**src/rtl/frame.sv**
```systemverilog
`default_nettype none
// ============================================================================
//  Module   : frame
//  Purpose  : Lab-board I/O frame. Scans a 5x4 matrix keypad, debounces and
//             accepts hex digits into a 32-bit entry buffer, and shows the
//             buffer (optionally mixed with the slide switches) on an 8-digit
//             seven-segment display fed through a serial shift chain.
//             Optional buzzer beep on each accepted key, built only when the
//             macro FRAME_BUZZER_EN is defined.
//  Revision : 1.0 - initial release
// ============================================================================
module frame #(
    parameter int SCAN_DIV  = 50000,
    parameter int DEBOUNCE  = 4,
    parameter int SHIFT_DIV = 8,
    parameter int BEEP_LEN  = 5000000,
    parameter int BEEP_HALF = 25000
) (
    input  logic        clk_100mhz,
    input  logic        RSTN,
    input  logic [15:0] SW,
    input  logic [3:0]  K_COL,
    output logic [4:0]  K_ROW,
    output logic        RDY,
    output logic        readn,
    output logic        CR,
    output logic        Buzzer,
    output logic        SEGCLk,
    output logic        SEGDT,
    output logic        SEGEN,
    output logic        SEGCLR
);

    localparam int c_scan_w = (SCAN_DIV > 1) ? $clog2(SCAN_DIV) : 1;
    localparam int c_db_w   = $clog2(DEBOUNCE + 1);
    localparam int c_tick_w = $clog2(2 * SHIFT_DIV);

    localparam logic [c_scan_w-1:0] c_scan_last = c_scan_w'(SCAN_DIV - 1);
    localparam logic [c_db_w-1:0]   c_db        = c_db_w'(DEBOUNCE);
    localparam logic [c_tick_w-1:0] c_tick_rise = c_tick_w'(SHIFT_DIV);
    localparam logic [c_tick_w-1:0] c_tick_last = c_tick_w'(2 * SHIFT_DIV - 1);
    localparam logic [6:0]          c_latch_bit = 7'd64;

    // Parameter sanity: the counters below assume at least one clock per step.
    if (SCAN_DIV < 1 || DEBOUNCE < 1 || SHIFT_DIV < 1 || BEEP_LEN < 1 || BEEP_HALF < 1) begin : g_bad_cfg
        $error("frame: all timing parameters must be >= 1");
    end

    // Active-low seven-segment pattern {dp,g,f,e,d,c,b,a}, decimal point off.
    function automatic logic [7:0] seg7(input logic [3:0] d);
        logic [7:0] s;
        case (d)
            4'h0: s = 8'hC0;  4'h1: s = 8'hF9;  4'h2: s = 8'hA4;  4'h3: s = 8'hB0;
            4'h4: s = 8'h99;  4'h5: s = 8'h92;  4'h6: s = 8'h82;  4'h7: s = 8'hF8;
            4'h8: s = 8'h80;  4'h9: s = 8'h90;  4'hA: s = 8'h88;  4'hB: s = 8'h83;
            4'hC: s = 8'hC6;  4'hD: s = 8'hA1;  4'hE: s = 8'h86;  default: s = 8'h8E;
        endcase
        return s;
    endfunction

    logic                r_segclr;
    logic [c_scan_w-1:0] r_scan_cnt;
    logic [2:0]          r_row;
    logic                r_cand_valid;
    logic [4:0]          r_cand;
    logic                r_last_valid;
    logic [4:0]          r_last_code;
    logic [c_db_w-1:0]   r_match;
    logic                r_locked;
    logic                r_consume;
    logic [4:0]          r_key;
    logic [31:0]         r_entry;
    logic [c_tick_w-1:0] r_tick;
    logic [6:0]          r_bit;
    logic [63:0]         r_shreg;
    logic                r_segdt;
    logic                r_segclk;
    logic                r_segen;

    logic [3:0]          w_col_low;
    logic                w_one_hot;
    logic [1:0]          w_col_idx;
    logic                w_slot_end;
    logic                w_scan_end;
    logic                w_res_valid;
    logic [4:0]          w_res_code;
    logic [c_db_w-1:0]   w_match_next;
    logic                w_accept;
    logic [31:0]         w_value;
    logic [63:0]         w_image;

    // Decode the sampled columns into a candidate code; several low columns is ambiguous.
    always_comb begin
        w_col_low  = ~K_COL;
        w_one_hot  = (w_col_low != 4'd0) && ((w_col_low & (w_col_low - 4'd1)) == 4'd0);
        w_col_idx  = 2'd0;
        case (w_col_low)
            4'b0010: w_col_idx = 2'd1;
            4'b0100: w_col_idx = 2'd2;
            4'b1000: w_col_idx = 2'd3;
            default: w_col_idx = 2'd0;
        endcase
        w_slot_end   = (r_scan_cnt == c_scan_last);
        w_scan_end   = w_slot_end && (r_row == 3'd4);
        // The current slot still counts when it is the last one of the scan.
        w_res_valid  = r_cand_valid || w_one_hot;
        w_res_code   = r_cand_valid ? r_cand : {r_row, w_col_idx};
        if (r_last_valid && (r_last_code == w_res_code))
            w_match_next = (r_match == c_db) ? r_match : r_match + 1'b1;
        else
            w_match_next = {{(c_db_w-1){1'b0}}, 1'b1};
        w_accept = w_scan_end && w_res_valid && !r_locked && (w_match_next == c_db);
    end

    // Row rotation, per-scan candidate capture and debounce/lockout tracking.
    always_ff @(posedge clk_100mhz) begin
        if (RSTN) begin
            r_segclr     <= 1'b0;
            r_scan_cnt   <= '0;
            r_row        <= 3'd0;
            r_cand_valid <= 1'b0;
            r_cand       <= 5'd0;
            r_last_valid <= 1'b0;
            r_last_code  <= 5'd0;
            r_match      <= '0;
            r_locked     <= 1'b0;
            r_consume    <= 1'b0;
            r_key        <= 5'd0;
        end else begin
            r_segclr  <= 1'b1;
            r_consume <= w_accept;
            if (w_accept)
                r_key <= w_res_code;
            if (!w_slot_end) begin
                r_scan_cnt <= r_scan_cnt + 1'b1;
            end else begin
                r_scan_cnt <= '0;
                if (w_scan_end) begin
                    r_row        <= 3'd0;
                    r_cand_valid <= 1'b0;
                    if (!w_res_valid) begin
                        r_last_valid <= 1'b0;
                        r_match      <= '0;
                        r_locked     <= 1'b0;
                    end else begin
                        r_last_valid <= 1'b1;
                        r_last_code  <= w_res_code;
                        r_match      <= w_match_next;
                        if (w_accept)
                            r_locked <= 1'b1;
                    end
                end else begin
                    r_row <= r_row + 3'd1;
                    if (!r_cand_valid && w_one_hot) begin
                        r_cand_valid <= 1'b1;
                        r_cand       <= {r_row, w_col_idx};
                    end
                end
            end
        end
    end

    // Entry buffer: apply the accepted key at the end of the consume cycle.
    always_ff @(posedge clk_100mhz) begin
        if (RSTN) begin
            r_entry <= 32'd0;
        end else if (r_consume) begin
            if (!r_key[4])
                r_entry <= {r_entry[27:0], r_key[3:0]};
            else if (r_key == 5'd16)
                r_entry <= 32'd0;
            else if (r_key == 5'd17)
                r_entry <= r_entry >> 4;
        end
    end

    // Display value and its 64-bit segment image, digit 7 in the top byte.
    always_comb begin
        w_value = SW[0] ? {SW, r_entry[15:0]} : r_entry;
        w_image = '0;
        for (int i = 0; i < 8; i++)
            w_image[63 - 8*i -: 8] = seg7(w_value[31 - 4*i -: 4]);
    end

    // Serial frame: 64 data slots then one latch slot, each 2*SHIFT_DIV clocks.
    // Data moves only at slot start, while the shift clock is low.
    always_ff @(posedge clk_100mhz) begin
        if (RSTN) begin
            r_tick   <= '0;
            r_bit    <= 7'd0;
            r_shreg  <= 64'd0;
            r_segdt  <= 1'b0;
            r_segclk <= 1'b0;
            r_segen  <= 1'b0;
        end else begin
            if (r_tick == '0) begin
                r_segclk <= 1'b0;
                if (r_bit == 7'd0) begin
                    r_segdt <= w_image[63];
                    r_shreg <= {w_image[62:0], 1'b0};
                    r_segen <= 1'b0;
                end else if (r_bit == c_latch_bit) begin
                    r_segen <= 1'b1;
                end else begin
                    r_segdt <= r_shreg[63];
                    r_shreg <= {r_shreg[62:0], 1'b0};
                end
            end else if ((r_tick == c_tick_rise) && (r_bit != c_latch_bit)) begin
                r_segclk <= 1'b1;
            end
            if (r_tick == c_tick_last) begin
                r_tick <= '0;
                r_bit  <= (r_bit == c_latch_bit) ? 7'd0 : r_bit + 7'd1;
            end else begin
                r_tick <= r_tick + 1'b1;
            end
        end
    end

`ifdef FRAME_BUZZER_EN
    localparam int c_bl_w = $clog2(BEEP_LEN + 1);
    localparam int c_bh_w = (BEEP_HALF > 1) ? $clog2(BEEP_HALF) : 1;
    localparam logic [c_bl_w-1:0] c_beep_len  = c_bl_w'(BEEP_LEN);
    localparam logic [c_bh_w-1:0] c_beep_half = c_bh_w'(BEEP_HALF - 1);

    logic [c_bl_w-1:0] r_beep_left;
    logic [c_bh_w-1:0] r_tone;
    logic              r_buzz;

    // Beep: starts high in the consume cycle, restarts on every new acceptance.
    always_ff @(posedge clk_100mhz) begin
        if (RSTN) begin
            r_beep_left <= '0;
            r_tone      <= '0;
            r_buzz      <= 1'b0;
        end else if (w_accept) begin
            r_beep_left <= c_beep_len;
            r_tone      <= '0;
            r_buzz      <= 1'b1;
        end else if (r_beep_left != '0) begin
            r_beep_left <= r_beep_left - 1'b1;
            if (r_beep_left == {{(c_bl_w-1){1'b0}}, 1'b1}) begin
                r_buzz <= 1'b0;
            end else if (r_tone == c_beep_half) begin
                r_tone <= '0;
                r_buzz <= ~r_buzz;
            end else begin
                r_tone <= r_tone + 1'b1;
            end
        end
    end

    assign Buzzer = r_buzz;
`else
    assign Buzzer = 1'b0;
`endif

    assign K_ROW  = ~(5'b00001 << r_row);
    assign RDY    = r_consume;
    assign readn  = ~r_consume;
    assign CR     = r_consume && (r_key == 5'd16);
    assign SEGCLk = r_segclk;
    assign SEGDT  = r_segdt;
    assign SEGEN  = r_segen;
    assign SEGCLR = r_segclr;

endmodule
`default_nettype wire

```
**config.mk**
```make
export PLATFORM = sky130hd
export DESIGN_NAME = frame
export DESIGN_NICKNAME = d
export VERILOG_FILES = /design/src/rtl/frame.sv
export SDC_FILE = /design/constraint.sdc
export NUM_CORES = 1
export LEC_CHECK = 0
export ABC_AREA = 1
export BUFFER_PORTS_ARGS = -buffer_cell sky130_fd_sc_hd__buf_2
export CORE_ASPECT_RATIO = 1.75
export CORE_UTILIZATION = 40
export CTS_BUF_LIST = sky130_fd_sc_hd__clkbuf_4 sky130_fd_sc_hd__clkbuf_8
export DETAILED_ROUTE_END_ITERATION = 7
export PLACE_DENSITY_LB_ADDON = 0.2
export SLEW_MARGIN = 10
export SYNTH_ARGS = -nofsm -noshare
export SYNTH_HDL_FRONTEND = slang
export SYNTH_SLANG_ARGS = --single-unit
```
**constraint.sdc**
```tcl
create_clock -name clk_100mhz -period 1.9 [get_ports clk_100mhz]
set_clock_uncertainty 0.15 [all_clocks]
set_input_delay 0.19 -clock clk_100mhz [delete_from_list [all_inputs] [get_ports clk_100mhz]]
set_output_delay 0.19 -clock clk_100mhz [all_outputs]
set_load 0.03 [all_outputs]
```
==> results by group <==
Critical path
  – Critical Path, Cell by Cell: inv_2 -> ha_4 -> nand2_4 -> nor2_4 -> nand4_1 -> nand2_4 -> clkinv_8 -> clkbuf_16 -> o221a_2
  – Worst Setup Start Kind: flop
  – Biggest cell delay along the critical path: 0.33 ns
  – Data required time of the critical path: 2.11 ns
  – Arrival time at the worst endpoint: 2.12 ns
  – Max Fanout on Critical Path: 7
  – Startpoint-to-endpoint class of the critical path: reg2reg
  – Timing startpoint of the critical path: r_bit[0]
  – Cell type with the highest occurrence count on the critical path: sky130_fd_sc_hd__nand2_4
  – CP max stage cell: sky130_fd_sc_hd__dfxtp_2
  – CP Capture Type: flop
  – Startpoint of the worst register-to-register path: r_bit[0]

Routing
  – Detail-routed net length per standard cell: 15.4 um
  – DR top layer: met4
  – Detailed-route vias per instance: 5.38
  – Detailed-route wire length: 24100 um
  – Wire length on met1: 9550 um
  – Number of iterations in the first detailed-routing pass: 5
  – Routed vias: 8389
  – Met2 WL post-DR: 13200 um
  – Antenna viol nets, final: 0
  – Starting DRT DRC Count: 453
  – Met3 WL post-DR: 670 um
  – Number of DRC violations after detailed routing: 0

GRT
  – Maximum number of pins on one net before global-route repair: 73
  – Number of global-route vias before repair: 8050
  – Total gr overflow: 0
  – Global-route wire length before repair: 36900 um
  – Number of antenna violations at the first check in global routing: 0
  – Global router's overall resource usage: 0.207

Timing
  – Number of setup violations in the final report: 4
  – Max-slew headroom: 0.599
  – Transition time at the pin with the least slew margin: 0.602 ns
  – Fin. max-slew vios: 0
  – Fin crit period: 1.91 ns
  – Highest achievable clock rate: 0.523 GHz
  – Post-route fraction of the period consumed by the critical path: 1.01
  – Count of endpoints failing hold in the final timing report: 0
  – Final setup TNS: -0.0253 ns
  – Final critical-path setup slack: -0.0107 ns
  – Setup repair after global routing missed its margin: true

Synth
  – Number of enable-type register cells in the synthesized netlist: 0
  – Flip-flop and latch count after synthesis: 151
  – List of most frequent post-synthesis cells: 175 x sky130_fd_sc_hd__a21oi_1, 164 x sky130_fd_sc_hd__nand2_1, 151 x sky130_fd_sc_hd__dfxtp_1, 138 x sky130_fd_sc_hd__o21ai_0, 127 x sky130_fd_sc_hd__inv_1
  – Area fraction of the dominant cell type after synthesis: 0.352
  – Post-Syn Nets: 1278
  – Total standard cell area after synthesis: 8600 um2
  – Average footprint of a synthesized cell: 7.18 um2
  – Cell types with the largest area share after synthesis: sky130_fd_sc_hd__dfxtp_1 35%, sky130_fd_sc_hd__a21oi_1 10%, sky130_fd_sc_hd__ha_1 8.6%
  – Yosys warning count: 0
  – Synthesized instance count: 1197
  – Most common flop cell mapped by yosys: sky130_fd_sc_hd__dfxtp_1
  – Most frequent cell after synthesis: sky130_fd_sc_hd__a21oi_1
  – Sequential element share of the synthesized area: 0.352
  – FFs w/ async S/R, synth: 0
  – Cell type contributing the most total cell area after synthesis: sky130_fd_sc_hd__dfxtp_1
  – Number of distinct library cells after synthesis: 54

Run
  – Maximum capacitance violations: 0

Run status
  – Violations in the final reports: setup timing
  – Status: finished, violations left

Clocking
  – Deepest level of the CTS H-tree: 4
  – CTS clock-pin slew for the worst setup and hold paths: 0.08 ns
  – Cts bufs inserted: 17
  – Clock tree from TritonCTS: done
  – Clock Path Buffers: 2
  – CTS sink cnt: 151
  – Cell at the root of the clock tree: sky130_fd_sc_hd__clkbuf_8
  – Clk Latency, worst-skew pair: 0.46 ns

Placed design
  – Final HPWL from detailed placement: 15500 um
  – Count of input and output buffers: 33
  – Final GP Congestion: 0.871
  – Number of placed instances with taps included: 1514

Die
  – Initial Utilization: 0.409
  – I/O pin count: 35
  – Rows: 70
  – Die outline width: 113 um
  – Y dimension of the die: 196 um
  – Die area: 22100 um2
  – Core Area: 21000 um2

Power and ir drop
  – Cell area power density: 691 nW/um2
  – Leakage power of the design: 4.40 nW
  – Peak supply drop: 0.000481 V

Cells and area
  – N_diodes: 0
  – Final net count: 1376
  – Sequential cell area: 3040 um2
  – Fraction of layout instances using a drive strength above 1: 0.204
  – P&R area growth vs syn: 22.8%
  – Number of inserted filler cells in the final layout: 2061
  – Area taken by multi-input logic gates: 5030 um2
  – Final cell count without fillers: 1560

Hold path
  – Origin of the worst min-delay path: K_COL[1]
  – Min-Delay Path Class: in2reg
[repair_timing]
item,4_1_cts,5_1_grt
resized for setup,9,109
hold endpoints to repair,3,0
hold buffers,4,0
pin swaps,6,10
cloned,1,9
setup endpoints to repair,15,92
buffers inserted,0,2
[power breakdown]
group          switching (mW)  internal, mW
Combinational           0.664         0.468
Sequential             0.0965          3.34
Clock                    1.24          1.50
Total                    2.00          5.30
[critical path: cells and delay by family (launching register included)]
family,cells,cell delay (ns)
AOI/OAI and AO/OA,1,0.26
adders and majority gates,1,0.15
buffers and inverters,3,0.36
DFF,1,0.33
and+or+nand+nor,4,0.55
[layout make-up]
class / count / share of cell area
Multi-Input combinational cell: 846 / 0.477
Sequential cell: 151 / 0.288
Timing Repair Buffer: 142 / 0.114
Inverter: 137 / 0.0503
Clock buffer: 24 / 0.0301
Tap cell: 252 / 0.0299
Clock inverter: 8 / 0.0111
[metrics by stage]
stage,cell area (um2),power [mW],utilization,hold slack [ns],setup slack [ns]
after global routing,10600,7.61,0.502,0.0843,-0.133
after CTS,10100,7.09,0.482,0.00736,-0.0179
after detailed placement,9620,4.35,0.458,0.306,-0.0754
after global placement,9620,4.34,0.458,0.296,-0.0139
final,10600,7.30,0.502,0.0865,-0.0107
after floorplan,8610,4.07,-,0.268,0.00860
[state kept, by name, indices dropped and copies added, names as in the netlist, 4 cells and up]
signal and count:
r_bit 7, r_last_code 5, r_entry 32, r_scan_cnt 16, r_tick 4, r_cand 5, r_shreg 63, r_key 5
[routing by layer]
layer  vias to the layer above  track usage
met1                      3935        0.210
met4                         0       0.0854
met5                         -            0
met2                       140        0.406
met3                        42       0.0368
li1                       4272            -
[cells in the final DEF, fill, tap and decap left out, types with 10 or more instances in the layout]
| cell type | synthesis | final |
|---|---|---|
| sky130_fd_sc_hd__a21oi_1 | 175 | 171 |
| sky130_fd_sc_hd__a31oi_1 | 13 | 13 |
| sky130_fd_sc_hd__buf_2 | 8 | 30 |
| sky130_fd_sc_hd__buf_4 | 4 | 88 |
| sky130_fd_sc_hd__clkbuf_8 | 0 | 22 |
| sky130_fd_sc_hd__dfxtp_1 | 151 | 142 |
| sky130_fd_sc_hd__ha_1 | 59 | 56 |
| sky130_fd_sc_hd__inv_1 | 127 | 122 |
| sky130_fd_sc_hd__inv_2 | 6 | 11 |
| sky130_fd_sc_hd__nand2_1 | 164 | 154 |
| sky130_fd_sc_hd__nand2_2 | 2 | 10 |
| sky130_fd_sc_hd__nand3_1 | 43 | 42 |
| sky130_fd_sc_hd__nand4_1 | 13 | 13 |
| sky130_fd_sc_hd__nor2_1 | 100 | 94 |
| sky130_fd_sc_hd__nor3_1 | 16 | 14 |
| sky130_fd_sc_hd__o211ai_1 | 33 | 33 |
| sky130_fd_sc_hd__o21ai_0 | 138 | 97 |
| sky130_fd_sc_hd__o21ai_1 | 3 | 30 |
| sky130_fd_sc_hd__o21ai_2 | 7 | 21 |
[final timing paths]
| check | endpoint | slack [ns] | cells after the start |
|---|---|---|---|
| hold / removal | r_last_code[0] | 0.09 | 4 |
| setup / recovery | r_shreg[11] | -0.01 | 9 |
| setup reg to reg | r_shreg[11] | -0.01 | 9 |
| hold reg to reg | r_entry[30] | 0.32 | 2 |
[cell families (layout without fill, tap and decap cells)]
logic type,Yosys count,after routing,share of synthesized area
AOI/OAI and AO/OA,413,413,0.274
adders and majority gates,59,59,0.0859
and+or+nand+nor,362,363,0.184
xor gates and xnor gates,10,10,0.0102
DFF,151,151,0.352
other,1,1,0.000436
buffers and inverters,201,311,0.0936
No activity file was read; power rests on OpenSTA's default activity.
